### src/rtl/pim_chunk_engine.sv
// rtl/pim_chunk_engine.sv - PIM sub-chunk responder: sequential single-MAC partial product of A x B.
module pim_chunk_engine #(
  parameter int WIDTH             = 32,
  parameter int CHUNK_SIZE        = 2,
  parameter int PIM_UNIT_CAPACITY = 2,
  parameter int ID                = 0
) (
  input  logic             clk,
  input  logic             rst,
  input  logic             valid,
  input  logic [WIDTH-1:0] matrixA [CHUNK_SIZE][PIM_UNIT_CAPACITY],
  input  logic [WIDTH-1:0] matrixB [PIM_UNIT_CAPACITY][CHUNK_SIZE],
  output logic             ready,
  output logic [WIDTH-1:0] result [CHUNK_SIZE*CHUNK_SIZE],
  output logic             result_valid
);

  localparam int IW = (CHUNK_SIZE > 1) ? $clog2(CHUNK_SIZE) : 1;
  localparam int KW = (PIM_UNIT_CAPACITY > 1) ? $clog2(PIM_UNIT_CAPACITY) : 1;
  localparam logic [IW-1:0] I_LAST = IW'(CHUNK_SIZE - 1);
  localparam logic [KW-1:0] K_LAST = KW'(PIM_UNIT_CAPACITY - 1);

  if (CHUNK_SIZE < 1 || PIM_UNIT_CAPACITY < 1 || ID < 0) begin : g_bad_params
    $error("pim_chunk_engine: illegal parameters");
  end

  typedef enum logic [1:0] {IDLE, COMPUTE, DONE} state_t;

  state_t           state;
  logic [IW-1:0]    i, j;
  logic [KW-1:0]    k;
  logic [WIDTH-1:0] a_reg [CHUNK_SIZE][PIM_UNIT_CAPACITY];
  logic [WIDTH-1:0] b_reg [PIM_UNIT_CAPACITY][CHUNK_SIZE];
  logic [WIDTH-1:0] acc   [CHUNK_SIZE][CHUNK_SIZE];

  logic [2*WIDTH-1:0] prod;
  logic [WIDTH-1:0]   sum;
  logic               last_iter;

  assign prod      = {{WIDTH{1'b0}}, a_reg[i][k]} * {{WIDTH{1'b0}}, b_reg[k][j]};
  assign sum       = acc[i][j] + prod[WIDTH-1:0];
  assign last_iter = (i == I_LAST) && (j == I_LAST) && (k == K_LAST);

  always_ff @(posedge clk) begin
    if (rst) begin
      state        <= IDLE;
      ready        <= 1'b1;
      result_valid <= 1'b0;
      i            <= '0;
      j            <= '0;
      k            <= '0;
      for (int r = 0; r < CHUNK_SIZE; r++) begin
        for (int c = 0; c < PIM_UNIT_CAPACITY; c++) begin
          a_reg[r][c] <= '0;
          b_reg[c][r] <= '0;
        end
        for (int c = 0; c < CHUNK_SIZE; c++) begin
          acc[r][c]                <= '0;
          result[r*CHUNK_SIZE + c] <= '0;
        end
      end
    end else begin
      case (state)
        IDLE, DONE: begin
          result_valid <= 1'b0;
          if (valid) begin
            a_reg <= matrixA;
            b_reg <= matrixB;
            for (int r = 0; r < CHUNK_SIZE; r++)
              for (int c = 0; c < CHUNK_SIZE; c++)
                acc[r][c] <= '0;
            i     <= '0;
            j     <= '0;
            k     <= '0;
            ready <= 1'b0;
            state <= COMPUTE;
          end else begin
            ready <= 1'b1;
            state <= IDLE;
          end
        end
        COMPUTE: begin
          acc[i][j] <= sum;
          if (last_iter) begin
            // The final MAC lands directly in result so it is valid during DONE.
            for (int r = 0; r < CHUNK_SIZE; r++)
              for (int c = 0; c < CHUNK_SIZE; c++)
                result[r*CHUNK_SIZE + c] <= (r == int'(i) && c == int'(j)) ? sum : acc[r][c];
            result_valid <= 1'b1;
            ready        <= 1'b1;
            state        <= DONE;
          end else if (k != K_LAST) begin
            k <= k + 1'b1;
          end else begin
            k <= '0;
            if (j != I_LAST) begin
              j <= j + 1'b1;
            end else begin
              j <= '0;
              i <= i + 1'b1;
            end
          end
        end
        default: begin
          ready        <= 1'b1;
          result_valid <= 1'b0;
          state        <= IDLE;
        end
      endcase
    end
  end

endmodule

### config.mk
export PLATFORM = sky130hd
export DESIGN_NAME = pim_chunk_engine
export DESIGN_NICKNAME = d
export VERILOG_FILES = /design/src/rtl/pim_chunk_engine.sv
export SDC_FILE = /design/constraint.sdc
export NUM_CORES = 2
export LEC_CHECK = 0
export ABC_AREA = 1
export CORE_MARGIN = 10
export CORE_UTILIZATION = 50
export DETAILED_ROUTE_END_ITERATION = 8
export GPL_TIMING_DRIVEN = 0
export PLACE_DENSITY = 0.69
export SETUP_SLACK_MARGIN = 0.3
export SKIP_CTS_REPAIR_TIMING = 1
export SYNTH_ARGS = -nofsm -noshare
export SYNTH_HDL_FRONTEND = slang
export SYNTH_SLANG_ARGS = --single-unit
### constraint.sdc
create_clock -name clk -period 20.1 [get_ports clk]
set_input_delay 4.02 -clock clk [delete_from_list [all_inputs] [get_ports clk]]
set_output_delay 4.02 -clock clk [all_outputs]
set_load 0.01 [all_outputs]
=== After elaboration in Yosys (flattened, before gate mapping) ===
Memory sizes are Yosys's and may differ from the RTL's. A register that Yosys moved wholly into a read port is not among the register bits.
Index checks and enable logic that the tools add are counted.

* Flip-flop bits (word level): 263
* RAM bits: 128
* Input bits: 259
* Output and inout bits: 130
* Logic and storage cells: 105
* Memories kept: 1

{| class="wikitable"
|+ Memory list
! memory !! depth !! width !! read ports !! clocked after memory_dff !! wr ports !! RTL line !! source
|-
| acc || 2 || 64 || 3 || 3 || 2 || 34 || <nowiki>logic [WIDTH-1:0] acc [CHUNK_SIZE][CHUNK_SIZE];</nowiki>
|}

* $add $sub $neg: 4
* $mul: 1
* Order comparisons: 4
* Equal/unequal tests: 7
* Mux-type cells: 53
* Bitwise gates (word level): 8
* Reduce and logical (&&, ||, !) cells: 13

{| class="wikitable"
|+ Operators by type and width
! cell !! number
|-
| $mux 64 || 9
|-
| $mux 32 || 14
|-
| $reduce_or 64->1 || 1
|-
| $add 32x32->32 || 1
|-
| $demux 32 s1 || 1
|-
| $mul 32x32->32 || 1
|-
| $mux 1 || 23
|-
| $ne 2x2->1 const B || 5
|-
| $pmux 1 s2 || 4
|-
| $ge 2x2->1 const B || 3
|-
| $not 1->2 || 3
|-
| $reduce_and 5->1 || 1
|-
| $or 1x1->1 || 4
|-
| $pmux 2 s2 || 1
|-
| $reduce_and 2->1 || 2
|-
| $reduce_and 4->1 || 1
|-
| $reduce_or 2->1 || 2
|-
| $add 1x1->1 const B || 3
|-
| $logic_and 1x1->1 || 3
|-
| $reduce_and 3->1 || 1
|-
| $eq 2x1->1 const B || 1
|-
| $eq 2x2->1 const B || 1
|-
| $logic_not 2->1 || 1
|-
| $lt 2x1->1 const B || 1
|-
| 3 further kinds || 3
|}

=== Logic depth before layout (Yosys ltp) ===
* Depth in word-level cells: 10
* Mapped depth: 43
* Depth with buffers taken out: 40

=== Worst setup path before layout ===
No wires, ideal clock.

* Path kind: flip-flop to flip-flop
* Start: register j
* End: memory acc[0][59] in the netlist's numbering (data pin)
* Setup time: 266 ps
* Arrival: 7180 ps
* Required time: 19834 ps
* Slack: 12654 ps
* Cell stages (with the launch flop): 37
* Path buffers: 5
* Period minus slack after synthesis: 7446 ps
* Path through: dfxtp_1 > buf_2 > inv_2 > buf_6 > buf_6 > buf_4 > a32oi_1 > inv_1 > clkbuf_1 > nor2_1 > fa_1 > fa_1 > fa_1 > inv_1 > fa_1 > inv_1 > fa_1 > inv_1 > fa_1 > inv_1 > fa_1 > inv_1 > fa_1 > inv_1 > ha_1 > a21oi_1 > o21ai_0 > a21boi_1 > inv_1 > nand2_1 > nand2_1 > nand2_1 > nand3_1 > nand2_1 > nor2_1 > inv_1 > nor2_1

{| class="wikitable"
|+ RTL lines
! item !! RTL line !! source
|-
| start, declared || 30 || <nowiki>logic [IW-1:0] i, j;</nowiki>
|-
| start signal, assigned || 97 || <nowiki>j <= j + 1'b1;</nowiki>
|-
| end, declared || 34 ||
|}

==> impl_metrics.env <==
export IMPL_status="completed"
export IMPL_grt_pass1_vias=35527
export IMPL_clkTransAtPathRegs_ps=60
export IMPL_r2r_slack_ps=9440
export IMPL_std_cell_rows=101
export IMPL_grt_total_usage_pct=32.6
export IMPL_cts_buffers=54
export IMPL_detail_route_first_pass_iterations=8
export IMPL_synthXorXnorAreaFrac_pct=0.525
export IMPL_slowest_stage="clkbuf_1"
export IMPL_p_leak_nw=20.7
export IMPL_grt_util_met2_pct=52.7
export IMPL_multiInputGateArea_mm2=0.0226
export IMPL_cp_required_ps=20440
export IMPL_cap_viol_max_count=0
export IMPL_synth_adder_area_share_pct=26.9
export IMPL_end_kind="register"
export IMPL_max_slew_margin_pct=18.2
export IMPL_ir_drop_v=0.000179
export IMPL_die_area_mm2=0.0882
export IMPL_syn_cell_area_mm2=0.0384
export IMPL_cts_tree="done"
export IMPL_core_area_mm2=0.0761
export IMPL_timing_setup_tns_ps=0
export IMPL_yosys_mux_area_fraction_pct=0.0359
export IMPL_use_met3_pct=7.71
export IMPL_synth_avg_cell_area_um2=7.80
export IMPL_placed_cell_area_mm2=0.0436
export IMPL_critPathMaxStageDelay_ps=810
export IMPL_setup_viol=0
export IMPL_io_buffers=387
export IMPL_synth_top_family_by_area="adder cells"
export IMPL_vias_per_cell=5.57
export IMPL_stdcell_area_mm2=0.0453
export IMPL_drive_gt1_share_pct=3.55
export IMPL_ys_seq_area_share_pct=30.5
export IMPL_finalCritPeriodShare_pct=53.0
export IMPL_io_pins=389
export IMPL_hold_ws_ps=447
export IMPL_met1_usage_pct=40.5
export IMPL_hold_viol=0
export IMPL_dieWidth_um=297
export IMPL_layout_commonest_cell="nand2_1"
export IMPL_areaGrowthSynthToFinish_pct=18.0
export IMPL_gr_total_overflow=0
export IMPL_top_usage_layer="met2"
export IMPL_grt_pass1_wl_um=220000
export IMPL_htreeDepth=2
export IMPL_syn_inst=4921
export IMPL_layout_common_cells="1,248 x nand2_1, 747 x inv_1, 484 x nor2_1"
export IMPL_power_w=0.00540
export IMPL_arrival_ps=11000
export IMPL_clock_sinks=520
export IMPL_finalMaxSlewViolations=0
export IMPL_ys_ff_latch=520
export IMPL_post_route_min_period_ps=10660
export IMPL_synth_nets=5742
export IMPL_p_per_area_mw_per_mm2=119
export IMPL_antenna_left=0
export IMPL_worstMarginPinSlew_ps=1220
export IMPL_place_congestion=0.999
export IMPL_drtIter0Drc=3836
export IMPL_layout_nets=6185
export IMPL_path_max_fanout=10
export IMPL_drcViolationCount=0
export IMPL_crit_path_start_kind="register"
export IMPL_cp_top_family="adder cells"
export IMPL_path_class="register to register"
export IMPL_crit_buf_inv=12
export IMPL_synth_simple_gate_area_share_pct=23.2
export IMPL_worstSkewPairLatency_ps=650
export IMPL_cts_root_buf="clkbuf_16"
export IMPL_clock_skew_final_ps=71.1
export IMPL_crit_top_cell="fa_1"
export IMPL_seq_area_mm2=0.0117
export IMPL_synth_compound_area_share_pct=8.11
export IMPL_grt_max_degree=33
export IMPL_clock_path_buffers=3
export IMPL_hp_class="register to register"
export IMPL_ys_types=48
export IMPL_wl_per_cell_um=23.0
export IMPL_hpwl_um=120000
export IMPL_dieHeight_um=297
export IMPL_ys_warn_count=0
export IMPL_antenna_found_initial=2
export IMPL_fmax_ghz=0.0938
export IMPL_route_vias_total=35895
export IMPL_grt_setup_unrepaired="false"
export IMPL_start_util_pct=50.5
export IMPL_fillers=7049
export IMPL_wl_um=148000
## path summary, 6_finish.rpt
check,startpoint,end,depth (start not counted)
setup / recovery,i,acc[1][23],36
setup reg to reg,i,acc[1][23],36
hold reg to reg,b_reg[45],b_reg[45],2
hold / removal,b_reg[45],b_reg[45],2
## cells in the mapped netlist, drive strengths merged
cell type	count	share of area, %
clkinv	9	0.088
fa	438	23
a211oi	5	0.098
o21bai	2	0.039
a221oi	2	0.046
dfxtp	392	20
nand3	408	5.4
clkbuf	184	1.8
o221a	1	0.029
a21oi	234	3.1
o211ai	10	0.22
mux2i	1	0.036
nand2b	1	0.016
buf	92	1.4
a21boi	1	0.020
o22ai	3	0.049
nor3	6	0.078
inv	762	7.5
nand2	1271	13
a32o	27	0.70
o221ai	2	0.046
ha	124	4.0
a21o	3	0.059
xor2	7	0.16
xnor2	16	0.37
nand4	7	0.11
o21ai	276	3.6
edfxtp	128	10
and2	2	0.033
o2111ai	1	0.023
a32oi	2	0.046
nand3b	8	0.16
o21a	4	0.078
nor4	2	0.033
or2	3	0.049
nor2	487	4.8
## stage by stage
step | cells | util, % | setup slack, ps
after global placement | 6338 | 57.2 | 9970
final | 6440 | 59.5 | 9440
after CTS | 6438 | 59.5 | 9880
after global routing | 6439 | 59.5 | 9250
after floorplan | 4921 | - | 12650
after detailed placement | 6338 | 57.2 | 9990
## per-layer routing
layer | wire length (um) | vias up
li1 | - | 16100
met1 | 55100 | 17233
met2 | 68500 | 2141
met3 | 15500 | 419
met4 | 8780 | 2
met5 | 13 | -
## worst min-delay path: cells and delay by family (launching register included)
| family | cells | cell delay [ps] |
|---|---|---|
| AND/OR/NAND/NOR | 2 | 90 |
| flip-flops | 1 | 320 |
## power breakdown
group | switching (W) | total [W] | internal [W]
Clock | 0.000442 | 0.000997 | 0.000555
Combinational | 0.00215 | 0.00322 | 0.00107
Sequential | 0.0000364 | 0.00118 | 0.00114
Total | 0.00263 | 0.00540 | 0.00277
## area by class of cell
cell class | count | share of cell area [%]
sequential | 520 | 25.8
inverter | 771 | 6.41
antenna | 2 | 0.0111
multi-input combinational | 3354 | 49.8
clock inverter | 13 | 0.298
clock buffer | 87 | 3.51
tap | 1030 | 2.85
timing repair buffer | 387 | 8.55
buffer | 276 | 2.74
## cell families after synthesis
group / count (synthesis)
XOR/XNOR: 23
flip-flops: 520
AND/OR/NAND/NOR: 2195
adder cells (fa/ha/maj): 562
multiplexers: 1
buffers and inverters: 1047
AO/OA/AOI/OAI: 573
Note: power is estimated with default switching activity, not from simulation.
